===== src/rtl/serial_tx_scheduler.sv =====
// serial_tx_scheduler
// Round-robin scheduler for two parallel word sources sharing one serial pin.
// The granted word is loaded into a PISO shift register and sent MSB first.
// Each bit is held BIT_CYCLES clocks, and every frame is followed by GAP idle
// clocks. All outputs except the ready strobes come straight from flops.
//
// state   | meaning
// --------+-----------------------------------------------------------
// S_IDLE  | waiting for a request; readies driven from the arbiter
// S_SHIFT | frame in progress, frame_o high, shreg MSB on serial_o
// S_GAP   | inter-frame idle time, no grant, serial line low

module serial_tx_scheduler #(
    parameter int N          = 8,
    parameter int BIT_CYCLES = 1,
    parameter int GAP        = 1
) (
    input  logic         clk_i,
    input  logic         rst_i,
    input  logic         req0_valid_i,
    input  logic [N-1:0] req0_data_i,
    output logic         req0_ready_o,
    input  logic         req1_valid_i,
    input  logic [N-1:0] req1_data_i,
    output logic         req1_ready_o,
    output logic         serial_o,
    output logic         frame_o,
    output logic         src_o,
    output logic         busy_o,
    output logic         done_o
);

    localparam int BW = $clog2(N);
    localparam int HW = (BIT_CYCLES > 1) ? $clog2(BIT_CYCLES) : 1;
    localparam int GW = (GAP > 1) ? $clog2(GAP) : 1;

    localparam logic [BW-1:0] BIT_LOAD  = BW'(N - 1);
    localparam logic [HW-1:0] HOLD_LOAD = HW'(BIT_CYCLES - 1);
    localparam logic [GW-1:0] GAP_LOAD  = GW'((GAP > 0) ? (GAP - 1) : 0);

    typedef enum logic [1:0] {
        S_IDLE  = 2'd0,
        S_SHIFT = 2'd1,
        S_GAP   = 2'd2
    } state_t;

    state_t          r_state;
    logic [N-1:0]    r_shreg;
    logic [BW-1:0]   r_bit;
    logic [HW-1:0]   r_hold;
    logic [GW-1:0]   r_gap;
    logic            r_last;
    logic            r_frame;
    logic            r_src;
    logic            r_busy;
    logic            r_done;

    logic            w_idle;
    logic            w_gnt0;
    logic            w_gnt1;
    logic            w_hs;
    logic [N-1:0]    w_data;

    // Arbiter: a lone requester always wins; on a tie the one that did not
    // own the previous frame wins. Both grants are mutually exclusive.
    always_comb begin
        w_idle = (r_state == S_IDLE);
        w_gnt0 = req0_valid_i && (!req1_valid_i || r_last);
        w_gnt1 = req1_valid_i && (!req0_valid_i || !r_last);
        req0_ready_o = w_idle && w_gnt0;
        req1_ready_o = w_idle && w_gnt1;
        // ready already implies valid, so any ready is a handshake
        w_hs   = req0_ready_o || req1_ready_o;
        w_data = req1_ready_o ? req1_data_i : req0_data_i;
    end

    // Sequencer FSM with registered outputs; the word is captured only on
    // the handshake edge, so later source changes cannot disturb the frame.
    always_ff @(posedge clk_i or posedge rst_i) begin
        if (rst_i) begin
            r_state <= S_IDLE;
            r_shreg <= '0;
            r_bit   <= '0;
            r_hold  <= '0;
            r_gap   <= '0;
            r_last  <= 1'b1;
            r_frame <= 1'b0;
            r_src   <= 1'b0;
            r_busy  <= 1'b0;
            r_done  <= 1'b0;
        end else begin
            r_done <= 1'b0;
            case (r_state)
                S_IDLE: begin
                    if (w_hs) begin
                        r_shreg <= w_data;
                        r_src   <= req1_ready_o;
                        r_last  <= req1_ready_o;
                        r_bit   <= BIT_LOAD;
                        r_hold  <= HOLD_LOAD;
                        r_frame <= 1'b1;
                        r_busy  <= 1'b1;
                        r_state <= S_SHIFT;
                    end
                end
                S_SHIFT: begin
                    if (r_hold != '0) begin
                        r_hold <= r_hold - HW'(1);
                        // done_o must already be high while both counters sit at 0
                        r_done <= (r_bit == '0) && (r_hold == HW'(1));
                    end else if (r_bit != '0) begin
                        r_hold  <= HOLD_LOAD;
                        r_bit   <= r_bit - BW'(1);
                        r_shreg <= {r_shreg[N-2:0], 1'b0};
                        r_done  <= (r_bit == BW'(1)) && (BIT_CYCLES == 1);
                    end else begin
                        // last bit finished; shifting it out leaves the line at 0
                        r_shreg <= {r_shreg[N-2:0], 1'b0};
                        r_frame <= 1'b0;
                        if (GAP > 0) begin
                            r_gap   <= GAP_LOAD;
                            r_state <= S_GAP;
                        end else begin
                            r_busy  <= 1'b0;
                            r_state <= S_IDLE;
                        end
                    end
                end
                S_GAP: begin
                    if (r_gap == '0) begin
                        r_busy  <= 1'b0;
                        r_state <= S_IDLE;
                    end else begin
                        r_gap <= r_gap - GW'(1);
                    end
                end
                default: begin
                    r_state <= S_IDLE;
                end
            endcase
        end
    end

    assign serial_o = r_shreg[N-1];
    assign frame_o  = r_frame;
    assign src_o    = r_src;
    assign busy_o   = r_busy;
    assign done_o   = r_done;

endmodule


===== config.mk =====
export PLATFORM = sky130hd
export DESIGN_NAME = serial_tx_scheduler
export DESIGN_NICKNAME = d
export VERILOG_FILES = /design/src/rtl/serial_tx_scheduler.sv
export SDC_FILE = /design/constraint.sdc
export NUM_CORES = 1
export LEC_CHECK = 0
export ABC_AREA = 1
export CAP_MARGIN = 10
export CORE_MARGIN = 2
export CORE_UTILIZATION = 35
export CTS_BUF_LIST = sky130_fd_sc_hd__clkbuf_8 sky130_fd_sc_hd__clkbuf_16
export CTS_CLUSTER_SIZE = 25
export DETAILED_ROUTE_END_ITERATION = 12
export PLACE_DENSITY = 0.69
export SKIP_CTS_REPAIR_TIMING = 1
export SLEW_MARGIN = 20
export SYNTH_ARGS = -nofsm -noshare
export SYNTH_HDL_FRONTEND = slang
export SYNTH_SLANG_ARGS = --single-unit

===== constraint.sdc =====
create_clock -name clk_i -period 2.62 [get_ports clk_i]
set_input_delay 0.393 -clock clk_i [delete_from_list [all_inputs] [get_ports clk_i]]
set_output_delay 0.393 -clock clk_i [all_outputs]
set_load 0.01 [all_outputs]

==> impl_results.rst <==
.. list-table::
   :header-rows: 1

   * - Metric
     - Value
   * - IO Pins
     - 27
   * - Register Area
     - 452 sq um
   * - Startpoint Class
     - flip-flop
   * - Fraction of power consumed by the clock network
     - 15.6%
   * - Data arrival at the endpoint of the critical path
     - 1.93 ns
   * - Crit path buf inv count
     - 2
   * - Tightest slew margin relative to the limit
     - 55.5%
   * - Final cycle utilization of the critical path
     - 88.8%
   * - Cell leakage power
     - 0.675 nW
   * - Floorplan row count
     - 19
   * - Starting DRC count in detailed routing
     - 44
   * - Critical path endpoint
     - req1_ready_o
   * - Synthesized netlist net count
     - 157
   * - Routability-driven placement congestion ratio
     - 0.764
   * - Congestion Overflow GR
     - 0
   * - Via count of the routed design
     - 930
   * - Die Footprint
     - 3350 sq um
   * - Post-Route Setup TNS
     - 0 ns
   * - Die H
     - 57.9 microns
   * - TritonCTS buffer count
     - 3
   * - Switching power share of the total
     - 40.3%
   * - H-Tree Depth
     - 1
   * - Signed area change from the synthesized netlist to the final layout
     - 30.3%
   * - Final Skew
     - 0.00968 ns
   * - Synthesized netlist cell count
     - 134
   * - Average vias per placed instance
     - 4.87
   * - Reg power frac
     - 37.9%
   * - Via count of the first global-routing pass
     - 899
   * - GRT Util Overall
     - 14.8%
   * - TritonCTS clock tree
     - built
   * - Flip-flop and latch count after synthesis
     - 18
   * - Cell with the biggest individual delay on the critical path
     - clkdlybuf4s50_1
   * - Count of nets after finishing
     - 184
   * - Buffers on Ports
     - 26
   * - Clock sink total
     - 18
   * - Largest delay contributor family on the critical path
     - simple AND/OR/NAND/NOR gates
   * - Die Width
     - 57.9 microns
   * - Deepest clock path buffer count
     - 2
   * - Class of the most critical hold timing path
     - flip-flop to flip-flop
   * - Startpoint of the worst register-to-register path
     - r_state[0]
   * - Minimum clock period
     - 2.33 ns
   * - Initial Utilization
     - 36.9%
   * - Unrepaired setup endpoints after global routing
     - false
   * - Average footprint of a synthesized cell
     - 7.59 sq um
   * - Post-route DRC
     - 0
   * - Internal power
     - 748 uW
   * - Insertion delay of the later-clocked pin in the worst-skew pair
     - 0.26 ns
   * - Routed wire per std cell
     - 11.6 microns
   * - Clock Tree Root
     - clkbuf_8
   * - Actual transition at the worst max-transition pin
     - 0.667 ns
   * - Fraction of the yosys area taken by sequential cells
     - 44.4%
   * - Maximum capacitance violations
     - 0
   * - Maximum single-stage delay on the critical path
     - 0.53 ns
   * - Yosys Warn Count
     - 0
   * - Largest net degree at the start of global routing
     - 19
   * - Dpl hpwl
     - 1690 microns
   * - Post-Syn Area
     - 1020 sq um
   * - Fmax
     - 430 MHz
   * - Crit. End Element
     - output pin
   * - Clock-pin transition on the worst setup and hold timing paths
     - 0.07 ns
   * - Crit Reg-Reg Endpoint
     - r_shreg[6]
   * - Number of filler instances in the final layout
     - 269
   * - Count of final hold-check violations
     - 0
   * - Worst R2R Path Depth
     - 6
   * - Outcome
     - complete, no violations
   * - Pwr dens
     - 946 nW/um^2
   * - Global-route wire length before repair
     - 3800 microns
   * - Final setup violating endpoints
     - 0
   * - Net switching component of the power
     - 506 uW
   * - Crit. path cell count
     - 4
   * - Max Transition Viols Final
     - 0
   * - Crit Path Max Fanout
     - 12
   * - Worst setup slack for register-to-register paths
     - 1.04 ns
   * - Ratio of cells with drive above 1 in the final layout
     - 6.88%
   * - Diode insertion count for antenna repair
     - 0
   * - Cells traversed along the worst timing path
     - nor2_2, nand3_4, inv_1, clkdlybuf4s50_1
   * - Total wirelength of the detailed-routed design
     - 2220 microns
   * - Initial antenna violation count
     - 0
   * - Logic gate share of total power
     - 46.5%
   * - Sum of internal, switching and leakage power
     - 1.25 mW
   * - Number of unique standard cell types used by synthesis
     - 17
   * - CP required
     - 2.23 ns
   * - Number of detailed-route iterations in the first pass
     - 5
   * - Worst VDD drop
     - 0.624 mV
   * - CORE AREA
     - 2760 sq um
   * - Post-route antenna net violation count
     - 0
   * - Crit Path Category
     - flip-flop to output pin
   * - Area of the multi-input gates
     - 469 sq um
   * - Source of the critical timing path
     - r_state[0]
   * - Hold Path Depth
     - 2
## flip-flops by register name (all words and copies together) (netlist names)
register  count
r_shreg       8
frame_o       1
src_o         1
busy_o        1
r_bit         3
done_o        1
r_state       2
r_last        1
## power by group through the flow
| stage | combinational, mW | sequential, mW | clock (mW) |
|---|---|---|---|
| after detailed placement | 0.588 | 0.479 | 0 |
| after global placement | 0.572 | 0.474 | 0 |
| final | 0.582 | 0.475 | 0.196 |
| after floorplan | 0.423 | 0.480 | 0 |
| after CTS | 0.591 | 0.476 | 0.203 |
| after global routing | 0.668 | 0.497 | 0.213 |
## tightest hold or removal path: stages (launching register included)
cell and delay (ns):
dfrtp_1 0.34, nand2_1 0.06, nand2_1 0.05
## how the worst min path moves through the flow
stage / startpoint / endpoint / slack, ns
floorplan: rst_i / busy_o / 0.33
global placement: r_shreg[7] / r_shreg[7] / 0.46
detailed placement: r_shreg[2] / r_shreg[2] / 0.47
CTS: r_shreg[2] / r_shreg[2] / 0.48
global route: r_shreg[0] / r_shreg[0] / 0.52
finish: r_shreg[2] / r_shreg[2] / 0.48
## cell usage in the layout (no fill, tap or decap)
master           instances
nand2_2                  1
buf_4                    1
clkbuf_8                 3
dfrtp_1                 17
nand3_4                  1
clkdlybuf4s50_1         26
nand2_1                 46
ha_1                     3
o21ai_0                  5
nor2_2                   2
dfstp_2                  1
nand2_4                  1
a21oi_1                  2
nor2_1                  17
nand3_1                 10
nand4_2                  1
nand4_1                  8
inv_1                   15
## layer usage
| metal | track usage, % | wire length, microns | vias to the layer above |
|---|---|---|---|
| met4 | 5.98 | 28 | 0 |
| met5 | 0 | 0 | - |
| met2 | 25.5 | 1060 | 22 |
| li1 | - | - | 475 |
| met1 | 17.5 | 1040 | 430 |
| met3 | 3.57 | 91 | 3 |
## area by class of cell
class / count / share of cell area [%]
clock buffers: 3 / 3.12
clock inverters: 1 / 0.283
inverters: 14 / 3.97
multi-input cells: 97 / 35.4
flip-flops and latches: 18 / 34.1
well taps: 31 / 2.93
repair buffers: 27 / 20.2
## Yosys cell counts
master	instances	area share [%]
nand2_4	1	1.1
nand2_2	1	0.62
a21oi_1	2	0.98
o21ai_0	5	2.5
dfrtp_1	17	42
nor2_2	2	1.2
nand2_1	46	17
ha_1	3	3.7
buf_2	2	0.98
nor2_1	17	6.3
nand3_4	1	1.7
buf_6	3	3.3
nand4_1	8	4.9
dfstp_2	1	2.6
nand4_2	1	1.2
inv_1	14	5.2
nand3_1	10	4.9
## logic make-up (layout without fill, tap and decap cells)
family	after synthesis	after routing	synth area share [%]
adder cells (fa/ha/maj)	3	3	3.69
AND/OR/NAND/NOR	87	87	39.0
buffers and inverters	19	45	9.47
flip-flops	18	18	44.4
AO/OA/AOI/OAI	7	7	3.44
## per-stage QoR
step	setup WS, ns	hold WS [ns]	std cells	instance area (sq um)	util [%]
after global routing	0.159	0.524	191	1330	48.0
after detailed placement	0.368	0.466	187	1280	46.4
final	0.293	0.483	191	1330	48.0
after floorplan	1.27	0.331	134	1020	-
after CTS	0.286	0.485	191	1330	48.0
after global placement	0.426	0.464	187	1280	46.4
Note: power is estimated with default switching activity, not from simulation.
